--- src/rtl/robo_sequenciador_movimento_pkg.sv ---
// Shared encodings for the motion sequencer: FSM states, motor patterns
// and the state-to-motor decode used by the top level.
package robo_pkg;

    typedef enum logic [1:0] {
        OCIOSO    = 2'b00,
        AVANCANDO = 2'b01,
        GIRANDO   = 2'b10,
        PAUSA     = 2'b11
    } estado_t;

    // Motor patterns are {esq, dir}.
    localparam logic [1:0] PARADO = 2'b00;
    localparam logic [1:0] FRENTE = 2'b11;
    localparam logic [1:0] GIRO   = 2'b10;

    function automatic logic [1:0] padrao_motor(input estado_t estado);
        logic [1:0] padrao;
        padrao = PARADO;
        case (estado)
            AVANCANDO: padrao = FRENTE;
            GIRANDO:   padrao = GIRO;
            default:   padrao = PARADO;
        endcase
        return padrao;
    endfunction

endpackage

--- src/rtl/robo_sequenciador_movimento_temporizador.sv ---
// Loadable down-counter that stops at zero; falling-edge clocked with an
// asynchronous active-low reset, exposing its value and a zero flag.
module robo_temporizador #(
    parameter int CNT_W = 8
) (
    input  logic             clock,
    input  logic             reset,
    input  logic             carga_i,
    input  logic [CNT_W-1:0] valor_carga_i,
    input  logic             dec_i,
    output logic [CNT_W-1:0] valor_o,
    output logic             zero_o
);

    logic [CNT_W-1:0] cont_q;
    logic [CNT_W-1:0] cont_d;

    always_comb begin
        // NOTE: every combinational output gets a default first so no path
        // through the block leaves it unassigned and infers a latch.
        cont_d = cont_q;
        if (carga_i) begin
            cont_d = valor_carga_i;
        end else if (dec_i && (cont_q != '0)) begin
            cont_d = cont_q - CNT_W'(1);
        end
    end

    // NOTE: sequential state uses non-blocking assignments so every register
    // samples the pre-edge values, independent of block ordering.
    always_ff @(negedge clock or negedge reset) begin
        if (!reset) begin
            cont_q <= '0;
        end else begin
            cont_q <= cont_d;
        end
    end

    assign valor_o = cont_q;
    assign zero_o  = (cont_q == '0);

endmodule

--- src/rtl/robo_sequenciador_movimento.sv ---
// Timed motion sequencer: runs one advance/rotate command, settles, then
// pulses done. Define ROBO_WATCHDOG_EN to build the repeated-abort stall flag.
module robo_sequenciador_movimento
    import robo_pkg::*;
#(
    parameter int PASSO_CICLOS = 8,
    parameter int GIRO_CICLOS  = 12,
    parameter int PAUSA_CICLOS = 2,
    parameter int CNT_W        = 8
) (
    input  logic clock,
    input  logic reset,
    input  logic cmd_valid,
    output logic cmd_ready,
    input  logic cmd_avancar,
    input  logic cmd_girar,
    input  logic head,
    output logic motor_esq,
    output logic motor_dir,
    output logic done,
    output logic abortado,
    output logic cmd_erro,
    output logic travado
);

    localparam logic [CNT_W-1:0] CARGA_PASSO = CNT_W'(PASSO_CICLOS - 1);
    localparam logic [CNT_W-1:0] CARGA_GIRO  = CNT_W'(GIRO_CICLOS - 1);
    localparam logic [CNT_W-1:0] CARGA_PAUSA = CNT_W'(PAUSA_CICLOS - 1);

    estado_t          estado_q;
    logic             abort_q;
    logic             done_q;
    logic             abortado_q;
    logic             erro_q;

    logic             aceita;
    logic             tmr_carga;
    logic [CNT_W-1:0] tmr_valor_carga;
    logic             tmr_dec;
    logic [CNT_W-1:0] tmr_valor;
    logic             tmr_zero;

    assign cmd_ready = (estado_q == OCIOSO);
    assign aceita    = cmd_valid && cmd_ready;

    // Motors come straight from the state register, so a reset stops them at once.
    assign {motor_esq, motor_dir} = padrao_motor(estado_q);

    always_comb begin
        tmr_carga       = 1'b0;
        tmr_valor_carga = '0;
        tmr_dec         = 1'b0;
        case (estado_q)
            OCIOSO: begin
                if (aceita && cmd_girar) begin
                    tmr_carga       = 1'b1;
                    tmr_valor_carga = CARGA_GIRO;
                end else if (aceita && cmd_avancar) begin
                    tmr_carga       = 1'b1;
                    tmr_valor_carga = CARGA_PASSO;
                end
            end
            AVANCANDO: begin
                if (head || tmr_zero) begin
                    tmr_carga       = 1'b1;
                    tmr_valor_carga = CARGA_PAUSA;
                end else begin
                    tmr_dec = 1'b1;
                end
            end
            GIRANDO: begin
                if (tmr_zero) begin
                    tmr_carga       = 1'b1;
                    tmr_valor_carga = CARGA_PAUSA;
                end else begin
                    tmr_dec = 1'b1;
                end
            end
            PAUSA: begin
                tmr_dec = 1'b1;
            end
        endcase
    end

    robo_temporizador #(
        .CNT_W(CNT_W)
    ) u_temporizador (
        .clock        (clock),
        .reset        (reset),
        .carga_i      (tmr_carga),
        .valor_carga_i(tmr_valor_carga),
        .dec_i        (tmr_dec),
        .valor_o      (tmr_valor),
        .zero_o       (tmr_zero)
    );

    always_ff @(negedge clock or negedge reset) begin
        if (!reset) begin
            estado_q   <= OCIOSO;
            abort_q    <= 1'b0;
            done_q     <= 1'b0;
            abortado_q <= 1'b0;
            erro_q     <= 1'b0;
        end else begin
            done_q     <= 1'b0;
            abortado_q <= 1'b0;
            erro_q     <= 1'b0;
            case (estado_q)
                OCIOSO: begin
                    if (aceita) begin
                        abort_q <= 1'b0;
                        if (cmd_girar) begin
                            estado_q <= GIRANDO;
                        end else if (cmd_avancar) begin
                            estado_q <= AVANCANDO;
                        end else begin
                            done_q <= 1'b1;
                            erro_q <= 1'b1;
                        end
                    end
                end
                AVANCANDO: begin
                    // head wins over the last timed cycle: the move still counts as aborted.
                    if (head) begin
                        abort_q  <= 1'b1;
                        estado_q <= PAUSA;
                    end else if (tmr_zero) begin
                        estado_q <= PAUSA;
                    end
                end
                GIRANDO: begin
                    if (tmr_zero) begin
                        estado_q <= PAUSA;
                    end
                end
                PAUSA: begin
                    if (tmr_zero) begin
                        estado_q   <= OCIOSO;
                        done_q     <= 1'b1;
                        abortado_q <= abort_q;
                    end
                end
            endcase
        end
    end

    assign done     = done_q;
    assign abortado = abortado_q;
    assign cmd_erro = erro_q;

    // The settle timer is always loaded with the pause length on entry to PAUSA.
    always_comb begin
        if (estado_q == PAUSA) begin
            assert (tmr_valor <= CARGA_PAUSA);
        end
    end

`ifdef ROBO_WATCHDOG_EN
    logic       frente_q;
    logic [1:0] cont_abort_q;
    logic       travado_q;

    always_ff @(negedge clock or negedge reset) begin
        if (!reset) begin
            frente_q     <= 1'b0;
            cont_abort_q <= 2'd0;
            travado_q    <= 1'b0;
        end else begin
            if (aceita) begin
                frente_q <= !cmd_girar && cmd_avancar;
            end
            if ((estado_q == PAUSA) && tmr_zero && frente_q) begin
                if (abort_q) begin
                    if (cont_abort_q != 2'd3) begin
                        cont_abort_q <= cont_abort_q + 2'd1;
                    end
                    if (cont_abort_q >= 2'd2) begin
                        travado_q <= 1'b1;
                    end
                end else begin
                    cont_abort_q <= 2'd0;
                    travado_q    <= 1'b0;
                end
            end
        end
    end

    assign travado = travado_q;
`else
    assign travado = 1'b0;
`endif

endmodule
--- config.mk ---
export PLATFORM = sky130hd
export DESIGN_NAME = robo_sequenciador_movimento
export DESIGN_NICKNAME = d
export VERILOG_FILES = /design/src/rtl/robo_sequenciador_movimento_pkg.sv /design/src/rtl/robo_sequenciador_movimento_temporizador.sv /design/src/rtl/robo_sequenciador_movimento.sv
export SDC_FILE = /design/constraint.sdc
export NUM_CORES = 1
export LEC_CHECK = 0
export ABC_AREA = 1
export CORE_MARGIN = 2
export CORE_UTILIZATION = 49
export CTS_CLUSTER_DIAMETER = 40
export DETAILED_ROUTE_END_ITERATION = 16
export GPL_TIMING_DRIVEN = 0
export PLACE_DENSITY = 0.81
export REMOVE_ABC_BUFFERS = 1
export SLEW_MARGIN = 15
export SYNTH_ARGS = -nofsm -noshare
export SYNTH_HDL_FRONTEND = slang
export SYNTH_HIERARCHICAL = 1
export SYNTH_SLANG_ARGS = --single-unit
--- constraint.sdc ---
create_clock -name clock -period 2 [get_ports clock]
set_input_delay 0.4 -clock clock [delete_from_list [all_inputs] [get_ports clock]]
set_output_delay 0.4 -clock clock [all_outputs]
set_load 0.02 [all_outputs]
==> metrics.md, run 1 <==
| Metric | Value |
|---|---|
| Initial core utilization | `0.534` |
| DR vias/cell | `5.11` |
| Syn Std Cell Area | `1070 um2` |
| Worst setup path category | `flip-flop to primary output` |
| Status | `finished with violations` |
| Max clock buf depth | `2` |
| Yosys Warn Count | `6` |
| CTS H-tree lvls | `1` |
| Hold Buf Count CTS | `0` |
| Worst setup EP type | `primary output` |
| GRT overflow | `0` |
| WP data arrival | `2.21 ns` |
| Pin count of the biggest net entering global routing | `15` |
| Syn Inst Count | `163` |
| GPL Wtd Cong | `0.893` |
| Final setup violation count | `14` |
| Final setup TNS | `-3.15 ns` |
| Leakage | `0.790 nW` |
| Share of cells above drive strength 1 | `0.347` |
| Worst Path Max Fanout | `3` |
| Initial antenna violation count | `0` |
| Area leader, netlist | `dfrtn_1` |
| Fill count | `147` |
| Final instance area | `1540 um2` |
| Mean Syn Cell Area | `6.56 um2` |
| Crit path cell chain | `inv_2, ha_4, buf_6` |
| Critical path buffer and inverter count | `2` |
| CTS clk-pin slew, worst paths | `0.06 ns` |
| Top cells by area, synth | `dfrtn_1 (33%), nand2_1 (20%), ha_1 (8.2%)` |
| Iteration-0 DRC Markers | `17` |
| Top post-synthesis cells by count | `nand2_1 (57), inv_1 (19), nand3_1 (17), nor2_1 (17), dfrtn_1 (14)` |
| Dpl cells | `203` |
| Post-synth ARST share | `1.00` |
| #FFs+latches synth | `14` |
| Violated checks | `negative setup slack` |
| ANT nets after route | `0` |
| Area post-placement | `1220 um2` |
| Core Region | `2000 um2` |
| Cell Count, Final, Fillers Out | `223` |
| Vias | `1139` |
| TritonRoute pass-1 iters | `6` |
| Die Y-Extent | `50.7 um` |
| Die width | `50.7 um` |
| RSZ-0062 raised after global routing | `yes` |
| Maximum vdd drop | `0.00118 V` |
| Top-count cell post-synth | `nand2_1` |
| Critical Path Start Type | `flip-flop` |
| N_diodes | `0` |
| Fin nets | `210` |
| Largest stage delay on the critical path | `0.45 ns` |
| I/O pins | `13` |
| WP depth | `3` |
| Worst endpoint required time | `1.60 ns` |
| Reg2reg setup slack | `-0.02 ns` |
| Largest delay share family, worst path | `flip-flops` |
| Worst-Skew Late Latency | `0.29 ns` |
| Final Max Slew Viols | `0` |
| Number of global-route vias before repair | `1018` |
| Layout area overhead | `43.5%` |
| Clk Tree Root Cell | `clkbuf_4` |
| Clock sinks | `14` |
| Placement row count | `16` |
| Slowest CP cell | `dfrtn_1` |
| CTS buffer count | `3` |
| Yosys cell types | `23` |
| Sequential element share of the synthesized area | `0.327` |
| Final core utilization | `0.767` |
| Hold/Removal Path Class | `flip-flop to flip-flop` |
| Number of flops mapped to enable cells by yosys | `0` |
| Overall routing resource usage | `0.236` |
| Worst clock skew | `0.00647 ns` |
| Avg WL per Cell | `13.3 um` |
| Max-Cap Viols | `0` |
| TritonCTS clock tree | `done` |
| Slew HR | `0.557` |
| First-pass GRT wire length | `4.50 mm` |
| Power Dens Cells | `1710 nW/um2` |
| Post-route DRC | `0` |
| Worst R2R Path Depth | `12` |
| Top cell type's share of synthesized area | `0.327` |
| Total routed wirelength | `2.96 mm` |
| Worst hold stages | `2` |
| Fin. Hold Viols | `0` |
| Main synth FF type | `dfrtn_1` |
| Final worst slack | `-0.606 ns` |
| I/O Buffers | `11` |
| Post-DP HPWL | `1.68 mm` |
| Die area | `2570 um2` |
| Worst-Margin Slew | `0.663 ns` |
| Total Power | `2.63 mW` |
-- layer usage --
metal / vias up / share of wire / track usage
met1: 543 / 0.43 / 0.268
met4: 0 / 0.010 / 0.0541
met5: - / 0 / 0
met3: 4 / 0.030 / 0.0387
met2: 22 / 0.53 / 0.454
li1: 570 / - / -
-- worst min-delay path: cells and delay by family (launching register included) --
| family | cells | cell delay (ns) |
|---|---|---|
| compound gates | 1 | 0.08 |
| flops | 1 | 0.41 |
| simple gates | 1 | 0.05 |
-- cells by family (layout without fill, tap and decap cells) --
kind of cell,after synthesis,count (layout),share of synthesized area
compound gates,15,15,0.0830
xor+xnor,1,1,0.00819
fa+ha+maj,7,7,0.0819
buf+inv,24,53,0.0889
flops,14,14,0.327
other cells,1,5,0.00351
simple gates,101,101,0.407
-- state kept, by name, indices dropped and copies added, names as in the netlist --
register                count
abortado                    1
cmd_erro                    1
u_temporizador/valor_o      8
abort_q                     1
estado_q                    2
done                        1
-- repair_timing --
action | in CTS | in global routing
hold endpoints to repair | 0 | 0
buffers inserted | 11 | 4
resized for setup | 91 | 6
pin swaps | 12 | 4
gates cloned | 1 | 0
setup endpoints to repair | 19 | 16
-- placed cells by master, fill, tap and decap left out, types with 6 or more instances in the layout --
master and n:
nand2_1 54, buf_4 16, nor2_1 15, dfrtn_1 14
inv_1 13, nand3_2 9, buf_6 9, nand3_1 8
inv_2 6
-- report_power, final --
group          leakage (nW)  total [mW]  switching [mW]  internal, mW
logic                 0.589        1.89            1.10         0.790
registers             0.179       0.526           0.117         0.409
clock network        0.0210       0.208          0.0971         0.111
total                 0.790        2.63            1.32          1.31
-- through the flow --
step | hold WS, ns | setup slack, ns
floorplan | 0.425 | -0.918
global placement | 0.444 | -1.76
detailed placement | 0.456 | -1.80
CTS | 0.453 | -0.595
global route | 0.502 | -0.623
finish | 0.453 | -0.606
-- path summary, 6_finish.rpt --
path                                                start                         to
worst max-delay path                          estado_q[1]                  motor_esq
worst min-delay path                              abort_q                    abort_q
worst max register to register  u_temporizador/valor_o[0]  u_temporizador/valor_o[2]
worst min register to register                    abort_q                    abort_q
max in group asynchronous                           reset                   abortado
min in group asynchronous                           reset                estado_q[1]
-- layout make-up --
cell class / count / area [um2] / area share
clock buffer: 4 / 36.3 / 0.0236
sequential: 14 / 350 / 0.228
multi-input combinational: 129 / 786 / 0.512
inverter: 22 / 92.6 / 0.0603
timing repair buffer: 27 / 236 / 0.154
tap: 27 / 33.8 / 0.0220
Power figures use the tool's default switching activity.
==> run 2: changes to the inputs <==
--- a/config.mk
+++ b/config.mk
@@ -6,7 +6,7 @@
 export NUM_CORES = 1
 export LEC_CHECK = 0
 export ABC_AREA = 1
-export CORE_MARGIN = 2
+export CORE_MARGIN = 8
 export CORE_UTILIZATION = 49
 export CTS_CLUSTER_DIAMETER = 40
 export DETAILED_ROUTE_END_ITERATION = 16
==> run 2 against run 1 <==
Net effect:
- the run still ends with negative setup slack left
- critical endpoint unchanged
- largest power group unchanged
- setup slack worse by 0.0044 ns
- non-clock buffer count is 14 higher
- flip-flop and latch count is the same
- final cell count increased by 6.7%
- total power is 13% higher
- first-iteration DRC count grew to 3.3 times the previous value
==> metrics.md, run 2 (same netlist as run 1, synthesis figures left out) <==
| Metric | Value |
|---|---|
| Status | `finished with violations` |
| Violated checks | `negative setup slack` |
| Sw Ratio | `0.488 (-0.0129)` |
| Leakage | `0.884 nW (+12%)` |
| Die area | `3930 um2 (+53%)` |
| Fin. Hold Viols | `0 (unchanged)` |
| Clk pwr share | `0.073 (-0.006)` |
| Iteration-0 DRC Markers | `56 (+39)` |
| Die width | `62.7 um (+24%)` |
| Clock sinks | `14 (unchanged)` |
| Worst-Margin Slew | `0.702 ns (+0.0393 ns)` |
| Max FFs per register | `8 (unchanged)` |
| Vias | `1255 (+10%)` |
| Fin nets | `224 (+6.7%)` |
| TritonRoute pass-1 iters | `4 (-2)` |
| Power Dens Cells | `1710 nW/um2 (about the same)` |
| Worst endpoint required time | `1.60 ns (about the same)` |
| Comb pwr share | `0.749 (+0.028)` |
| Worst setup EP type | `primary output` |
| Post-route DRC | `0 (unchanged)` |
| Hold WS | `0.486 ns (+0.0330 ns)` |
| Slowest CP cell | `dfrtn_1` |
| N_diodes | `0 (unchanged)` |
| CTS buffer count | `3 (unchanged)` |
| I/O Buffers | `11 (unchanged)` |
| Total routed wirelength | `3.58 mm (+21%)` |
| WP data arrival | `2.21 ns (about the same)` |
| Slew HR | `0.531 (-0.0256)` |
| Initial antenna violation count | `0 (unchanged)` |
| ANT nets after route | `0 (unchanged)` |
| Final setup violation count | `14 (unchanged)` |
| DR vias/cell | `5.27 (+3.2%)` |
| Flop pwr share | `0.178 (-0.022)` |
| Hold Buf Count CTS | `0 (unchanged)` |
| Crit path cell chain | `inv_2, ha_4, buf_6` |
| Internal | `1.51 mW (+16%)` |
| Placement row count | `17 (+1)` |
| Worst setup path category | `flip-flop to primary output` |
| P_sw | `1.45 mW (+9.7%)` |
| Die Y-Extent | `62.7 um (+24%)` |
| Largest stage delay on the critical path | `0.46 ns (about the same)` |
| Share of cells above drive strength 1 | `0.400 (+0.0531)` |
| Cell Count, Final, Fillers Out | `238 (+6.7%)` |
| Initial core utilization | `0.503 (-0.0314)` |
| Hold/Removal Path Class | `flip-flop to flip-flop` |
| Overall routing resource usage | `0.165 (-0.0710)` |
| Critical Path Source | `estado_q[1]` |
| Layout area overhead | `61.8%` |
| Number of global-route vias before repair | `1237 (+22%)` |
| GRT overflow | `0 (unchanged)` |
| CTS clk-pin slew, worst paths | `0.07 ns (about the same)` |
| Final core utilization | `0.814 (+0.0467)` |
| TritonCTS clock tree | `done` |
| Worst R2R Start | `estado_q[0]` |
| Max-Cap Viols | `0 (unchanged)` |
| Clk Tree Root Cell | `clkbuf_4` |
| Critical Path Start Type | `flip-flop` |
| Most common cell after layout, fill and taps aside | `nand2_1` |
| Avg WL per Cell | `15.0 um (+13%)` |
| HP Start | `abort_q` |
| Maximum vdd drop | `0.00116 V (-1.2%)` |
| Final setup TNS | `-3.28 ns (-0.135 ns)` |
| RSZ-0062 raised after global routing | `yes` |
| Max clock buf depth | `2 (unchanged)` |
| Final Max Slew Viols | `0 (unchanged)` |
| Most frequent cells in the layout | `nand2_1 (52), buf_4 (24), nor2_1 (15), buf_6 (15), dfrtn_1 (14)` |
| I/O pins | `13 (unchanged)` |
| CTS H-tree lvls | `1 (unchanged)` |
| Final worst slack | `-0.610 ns (-0.00440 ns)` |
| Worst-Skew Late Latency | `0.29 ns (about the same)` |
| Pre-CTS worst setup slack | `-1.79 ns (+0.0166 ns)` |
| Worst Path Max Fanout | `3 (unchanged)` |
| Core Region | `2130 um2 (+6.2%)` |
| Worst clock skew | `0.00159 ns (-0.00487 ns)` |
| Pin count of the biggest net entering global routing | `15 (unchanged)` |
| GPL Wtd Cong | `0.848 (-5.1%)` |
| Post-DP HPWL | `1.69 mm (+1.0%)` |
| Dpl cells | `204 (+0.49%)` |
| First-pass GRT wire length | `5.34 mm (+19%)` |
run 2: cell count changes in the layout (fill, tap and decap cells not counted), sizes merged:
cell	before	now
buf	26	40
dlymetal6s2s	0	1
clkdlybuf4s50	1	0
run 2: power groups by stage:
stage	Clock [mW]	Combinational, mW	Sequential (mW)
after floorplan	0	1.01	0.502
after global placement	0	1.24	0.521
after detailed placement	0	1.27	0.527
after CTS	0.212	1.84	0.510
after global routing	0.223	2.38	0.538
final	0.215	2.22	0.527
run 2: critical path, delay by kind of cell, from the launching register on:
kind       cells  cell delay [ns]
fa+ha+maj      1             0.27
flops          1             0.46
buf+inv        2             0.20
run 2: layer usage:
| layer | global-route usage | vias to the layer above | part of all wire |
|---|---|---|---|
| li1 | - | 603 | - |
| met1 | 0.157 | 585 | 0.39 |
| met2 | 0.318 | 49 | 0.52 |
| met3 | 0.0358 | 18 | 0.044 |
| met4 | 0.0883 | 0 | 0.050 |
| met5 | 0 | - | 0 |
run 2: worst paths after layout:
check | cells after the start | endpoint | slack [ns]
max | 3 | motor_esq | -0.61
max in group asynchronous | 1 | abortado | 0.51
min reg2reg | 2 | abortado | 0.49
min in group asynchronous | 1 | u_temporizador/valor_o[1] | 1.02
max reg2reg | 13 | u_temporizador/valor_o[7] | -0.03
min | 2 | abortado | 0.49
run 2: what timing repair did:
item,CTS,global route
buffers inserted,23,10
gates cloned,1,0
resized for setup,79,40
endpoints found under the hold margin,0,0
pin swaps,11,18
setup endpoints to repair,19,30
run 2: final cells by class:
type	instances	area [um2]
Clock buffer	4	36.3
Fill cell	131	397
Multi-Input combinational cell	129	837
Sequential cell	14	350
Timing Repair Buffer	41	377
Inverter	22	95.1
Tap cell	28	35.0
run 2: through the flow:
step,instance area (um2),power [mW]
after floorplan,1070,1.51
after global placement,1220,1.76
after detailed placement,1220,1.79
after CTS,1550,2.56
after global routing,1730,3.14
final,1730,2.96
==> run 3: changes to the inputs <==
--- a/config.mk
+++ b/config.mk
@@ -13,6 +13,7 @@
 export GPL_TIMING_DRIVEN = 0
 export PLACE_DENSITY = 0.81
 export REMOVE_ABC_BUFFERS = 1
+export SKIP_LAST_GASP = 1
 export SLEW_MARGIN = 15
 export SYNTH_ARGS = -nofsm -noshare
 export SYNTH_HDL_FRONTEND = slang
==> run 3 against run 2 <==
Net effect:
- the run still ends with negative setup slack left
- clock power increased by 2%
- die area unchanged
- setup slack lost 0.0025 ns
- non-clock buffer count rose by 3
- critical endpoint unchanged
- combinational power is 9% higher
- highest routed layer unchanged
- register-to-register slack worse by 0.07 ns
- global-route usage rose by 0.11 points
- utilization increased by 2.9 points
- largest power group unchanged
==> metrics.md, run 3 (same netlist as run 1, synthesis figures left out) <==
| Metric | Value |
|---|---|
| Iteration-0 DRC Markers | `64 (+14%)` |
| Largest delay share family, worst path | `flip-flops` |
| P_sw | `1.55 mW (+7.4%)` |
| Maximum vdd drop | `0.00120 V (+3.0%)` |
| Worst Path Max Fanout | `3 (unchanged)` |
| Cell Count, Final, Fillers Out | `241 (+1.3%)` |
| RSZ-0062 raised after global routing | `yes` |
| Worst R2R Start | `u_temporizador/valor_o[0]` |
| Clock sinks | `14 (unchanged)` |
| Worst endpoint required time | `1.60 ns (about the same)` |
| Worst setup path category | `flip-flop to primary output` |
| Placement row count | `17 (unchanged)` |
| Fin nets | `227 (+1.3%)` |
| Violated checks | `negative setup slack` |
| Fin. Hold Viols | `0 (unchanged)` |
| Max FFs per register | `8 (unchanged)` |
| Pin count of the biggest net entering global routing | `15 (unchanged)` |
| Power Dens Cells | `1770 nW/um2 (+3.7%)` |
| Sw Ratio | `0.489 (about the same)` |
| Critical path buffer and inverter count | `2 (unchanged)` |
| Post-route DRC | `0 (unchanged)` |
| Slew HR | `0.537 (+0.00642)` |
| Max-Cap Viols | `0 (unchanged)` |
| Final setup TNS | `-3.89 ns (-0.611 ns)` |
| Clk pwr share | `0.069 (-0.004)` |
| I/O Buffers | `11 (unchanged)` |
| GPL Wtd Cong | `0.848 (unchanged)` |
| Slowest CP cell | `dfrtn_1` |
| Flop pwr share | `0.170 (-0.008)` |
| Die Y-Extent | `62.7 um (unchanged)` |
| Number of global-route vias before repair | `1233 (-0.32%)` |
| Initial antenna violation count | `0 (unchanged)` |
| Critical Path Start Type | `flip-flop` |
| Worst clock skew | `0.00848 ns (+0.00688 ns)` |
| Most frequent cells in the layout | `nand2_1 (50), buf_4 (26), buf_6 (16), nor2_1 (15), dfrtn_1 (14)` |
| Hold/Removal Path Class | `flip-flop to flip-flop` |
| Initial core utilization | `0.503 (unchanged)` |
| Pre-CTS worst setup slack | `-1.79 ns (unchanged)` |
| Worst-Skew Late Latency | `0.30 ns (about the same)` |
| Final core utilization | `0.842 (+0.0288)` |
| Largest stage delay on the critical path | `0.45 ns (about the same)` |
| TritonCTS clock tree | `done` |
| First-pass GRT wire length | `5.38 mm (+0.66%)` |
| CTS clk-pin slew, worst paths | `0.07 ns (about the same)` |
| Max clock buf depth | `2 (unchanged)` |
| CTS H-tree lvls | `1 (unchanged)` |
| GRT overflow | `0 (unchanged)` |
| Share of cells above drive strength 1 | `0.441 (+0.0413)` |
| Avg WL per Cell | `16.1 um (+7.2%)` |
| I/O pins | `13 (unchanged)` |
| CTS buffer count | `3 (unchanged)` |
| Overall routing resource usage | `0.166 (+0.00111)` |
| Status | `finished with violations` |
| Die width | `62.7 um (unchanged)` |
| Clk Tree Root Cell | `clkbuf_4` |
| Post-DP HPWL | `1.69 mm (unchanged)` |
| DR vias/cell | `5.41 (+2.6%)` |
| Vias | `1304 (+3.9%)` |
| Final setup violation count | `14 (unchanged)` |
| Total routed wirelength | `3.88 mm (+8.6%)` |
| Worst-Margin Slew | `0.693 ns (-0.00962 ns)` |
| Final worst slack | `-0.613 ns (-0.00254 ns)` |
| Crit path cell chain | `inv_2, ha_4, buf_6` |
| ANT nets after route | `0 (unchanged)` |
| Comb pwr share | `0.761 (+0.012)` |
| N_diodes | `0 (unchanged)` |
| Critical Path Source | `estado_q[1]` |
| TritonRoute pass-1 iters | `4 (unchanged)` |
| Internal | `1.62 mW (+7.3%)` |
| Worst setup EP type | `primary output` |
| Die area | `3930 um2 (unchanged)` |
| Hold Buf Count CTS | `0 (unchanged)` |
| Final Max Slew Viols | `0 (unchanged)` |
| WP data arrival | `2.21 ns (about the same)` |
| HP Start | `abort_q` |
| Most common cell after layout, fill and taps aside | `nand2_1` |
| Leakage | `0.913 nW (+3.3%)` |
| Core Region | `2130 um2 (unchanged)` |
| Dpl cells | `204 (unchanged)` |
| Layout area overhead | `67.5%` |
## run 3: cell count changes in the layout (fill, tap and decap cells not counted), moves of 2 or more
cell     previous run  this run
buf_4              24        26
nand3_2             3         8
nand3_1            13         8
nand2_2             6         8
nand2_1            52        50
## run 3: repair_timing
item / in CTS / in global routing
gates resized for setup: 72 / 58
pin swaps: 11 / 22
endpoints found under the setup margin: 19 / 30
cloned: 1 / 0
setup buffers: 23 / 14
## run 3: path summary, 6_finish.rpt
kind	end	cells after the start	slack (ns)
max	motor_esq	3	-0.61
min	abortado	2	0.49
max reg2reg	u_temporizador/valor_o[1]	10	-0.10
min reg2reg	abortado	2	0.49
max in group asynchronous	estado_q[1]	1	0.52
min in group asynchronous	u_temporizador/valor_o[4]	1	1.01
## run 3: per-stage QoR
stage | instance area (um2) | hold WS [ns] | power [mW]
5_1_grt | 1790 | 0.527 | 3.37
2_1_floorplan | 1070 | 0.425 | 1.51
4_1_cts | 1530 | 0.459 | 2.50
3_3_place_gp | 1220 | 0.449 | 1.76
3_5_place_dp | 1220 | 0.458 | 1.79
6_report | 1790 | 0.492 | 3.18
## run 3: layout make-up
cell class	count	area, um2
multi-input cells	129	872
repair buffers	44	403
flip-flops and latches	14	350
well taps	28	35.0
clock buffers	4	36.3
inverters	22	95.1
fillers	119	335
## run 3: power by group through the flow
| stage | Sequential (mW) | Clock [mW] | Combinational [mW] |
|---|---|---|---|
| after detailed placement | 0.527 | 0 | 1.27 |
| final | 0.539 | 0.219 | 2.42 |
| after floorplan | 0.502 | 0 | 1.01 |
| after CTS | 0.510 | 0.212 | 1.78 |
| after global routing | 0.554 | 0.232 | 2.58 |
| after global placement | 0.521 | 0 | 1.24 |
## run 3: layer usage
metal / vias up / share of wire / track usage
met3: 18 / 0.046 / 0.0358
met4: 0 / 0.043 / 0.0883
met5: - / 0 / 0
met2: 58 / 0.54 / 0.317
li1: 612 / - / -
met1: 616 / 0.37 / 0.161
## run 3: worst reg2reg max path, cell delays in order, from the launching register on
cell and delay (ns):
dfrtn_1 0.38, inv_2 0.13, ha_1 0.17, nand2_1 0.14, nor2_4 0.25, o21ai_4 0.11, a31oi_4 0.29, clkinv_4 0.17
nand2_8 0.13, buf_4 0.11, o21ai_1 0.06
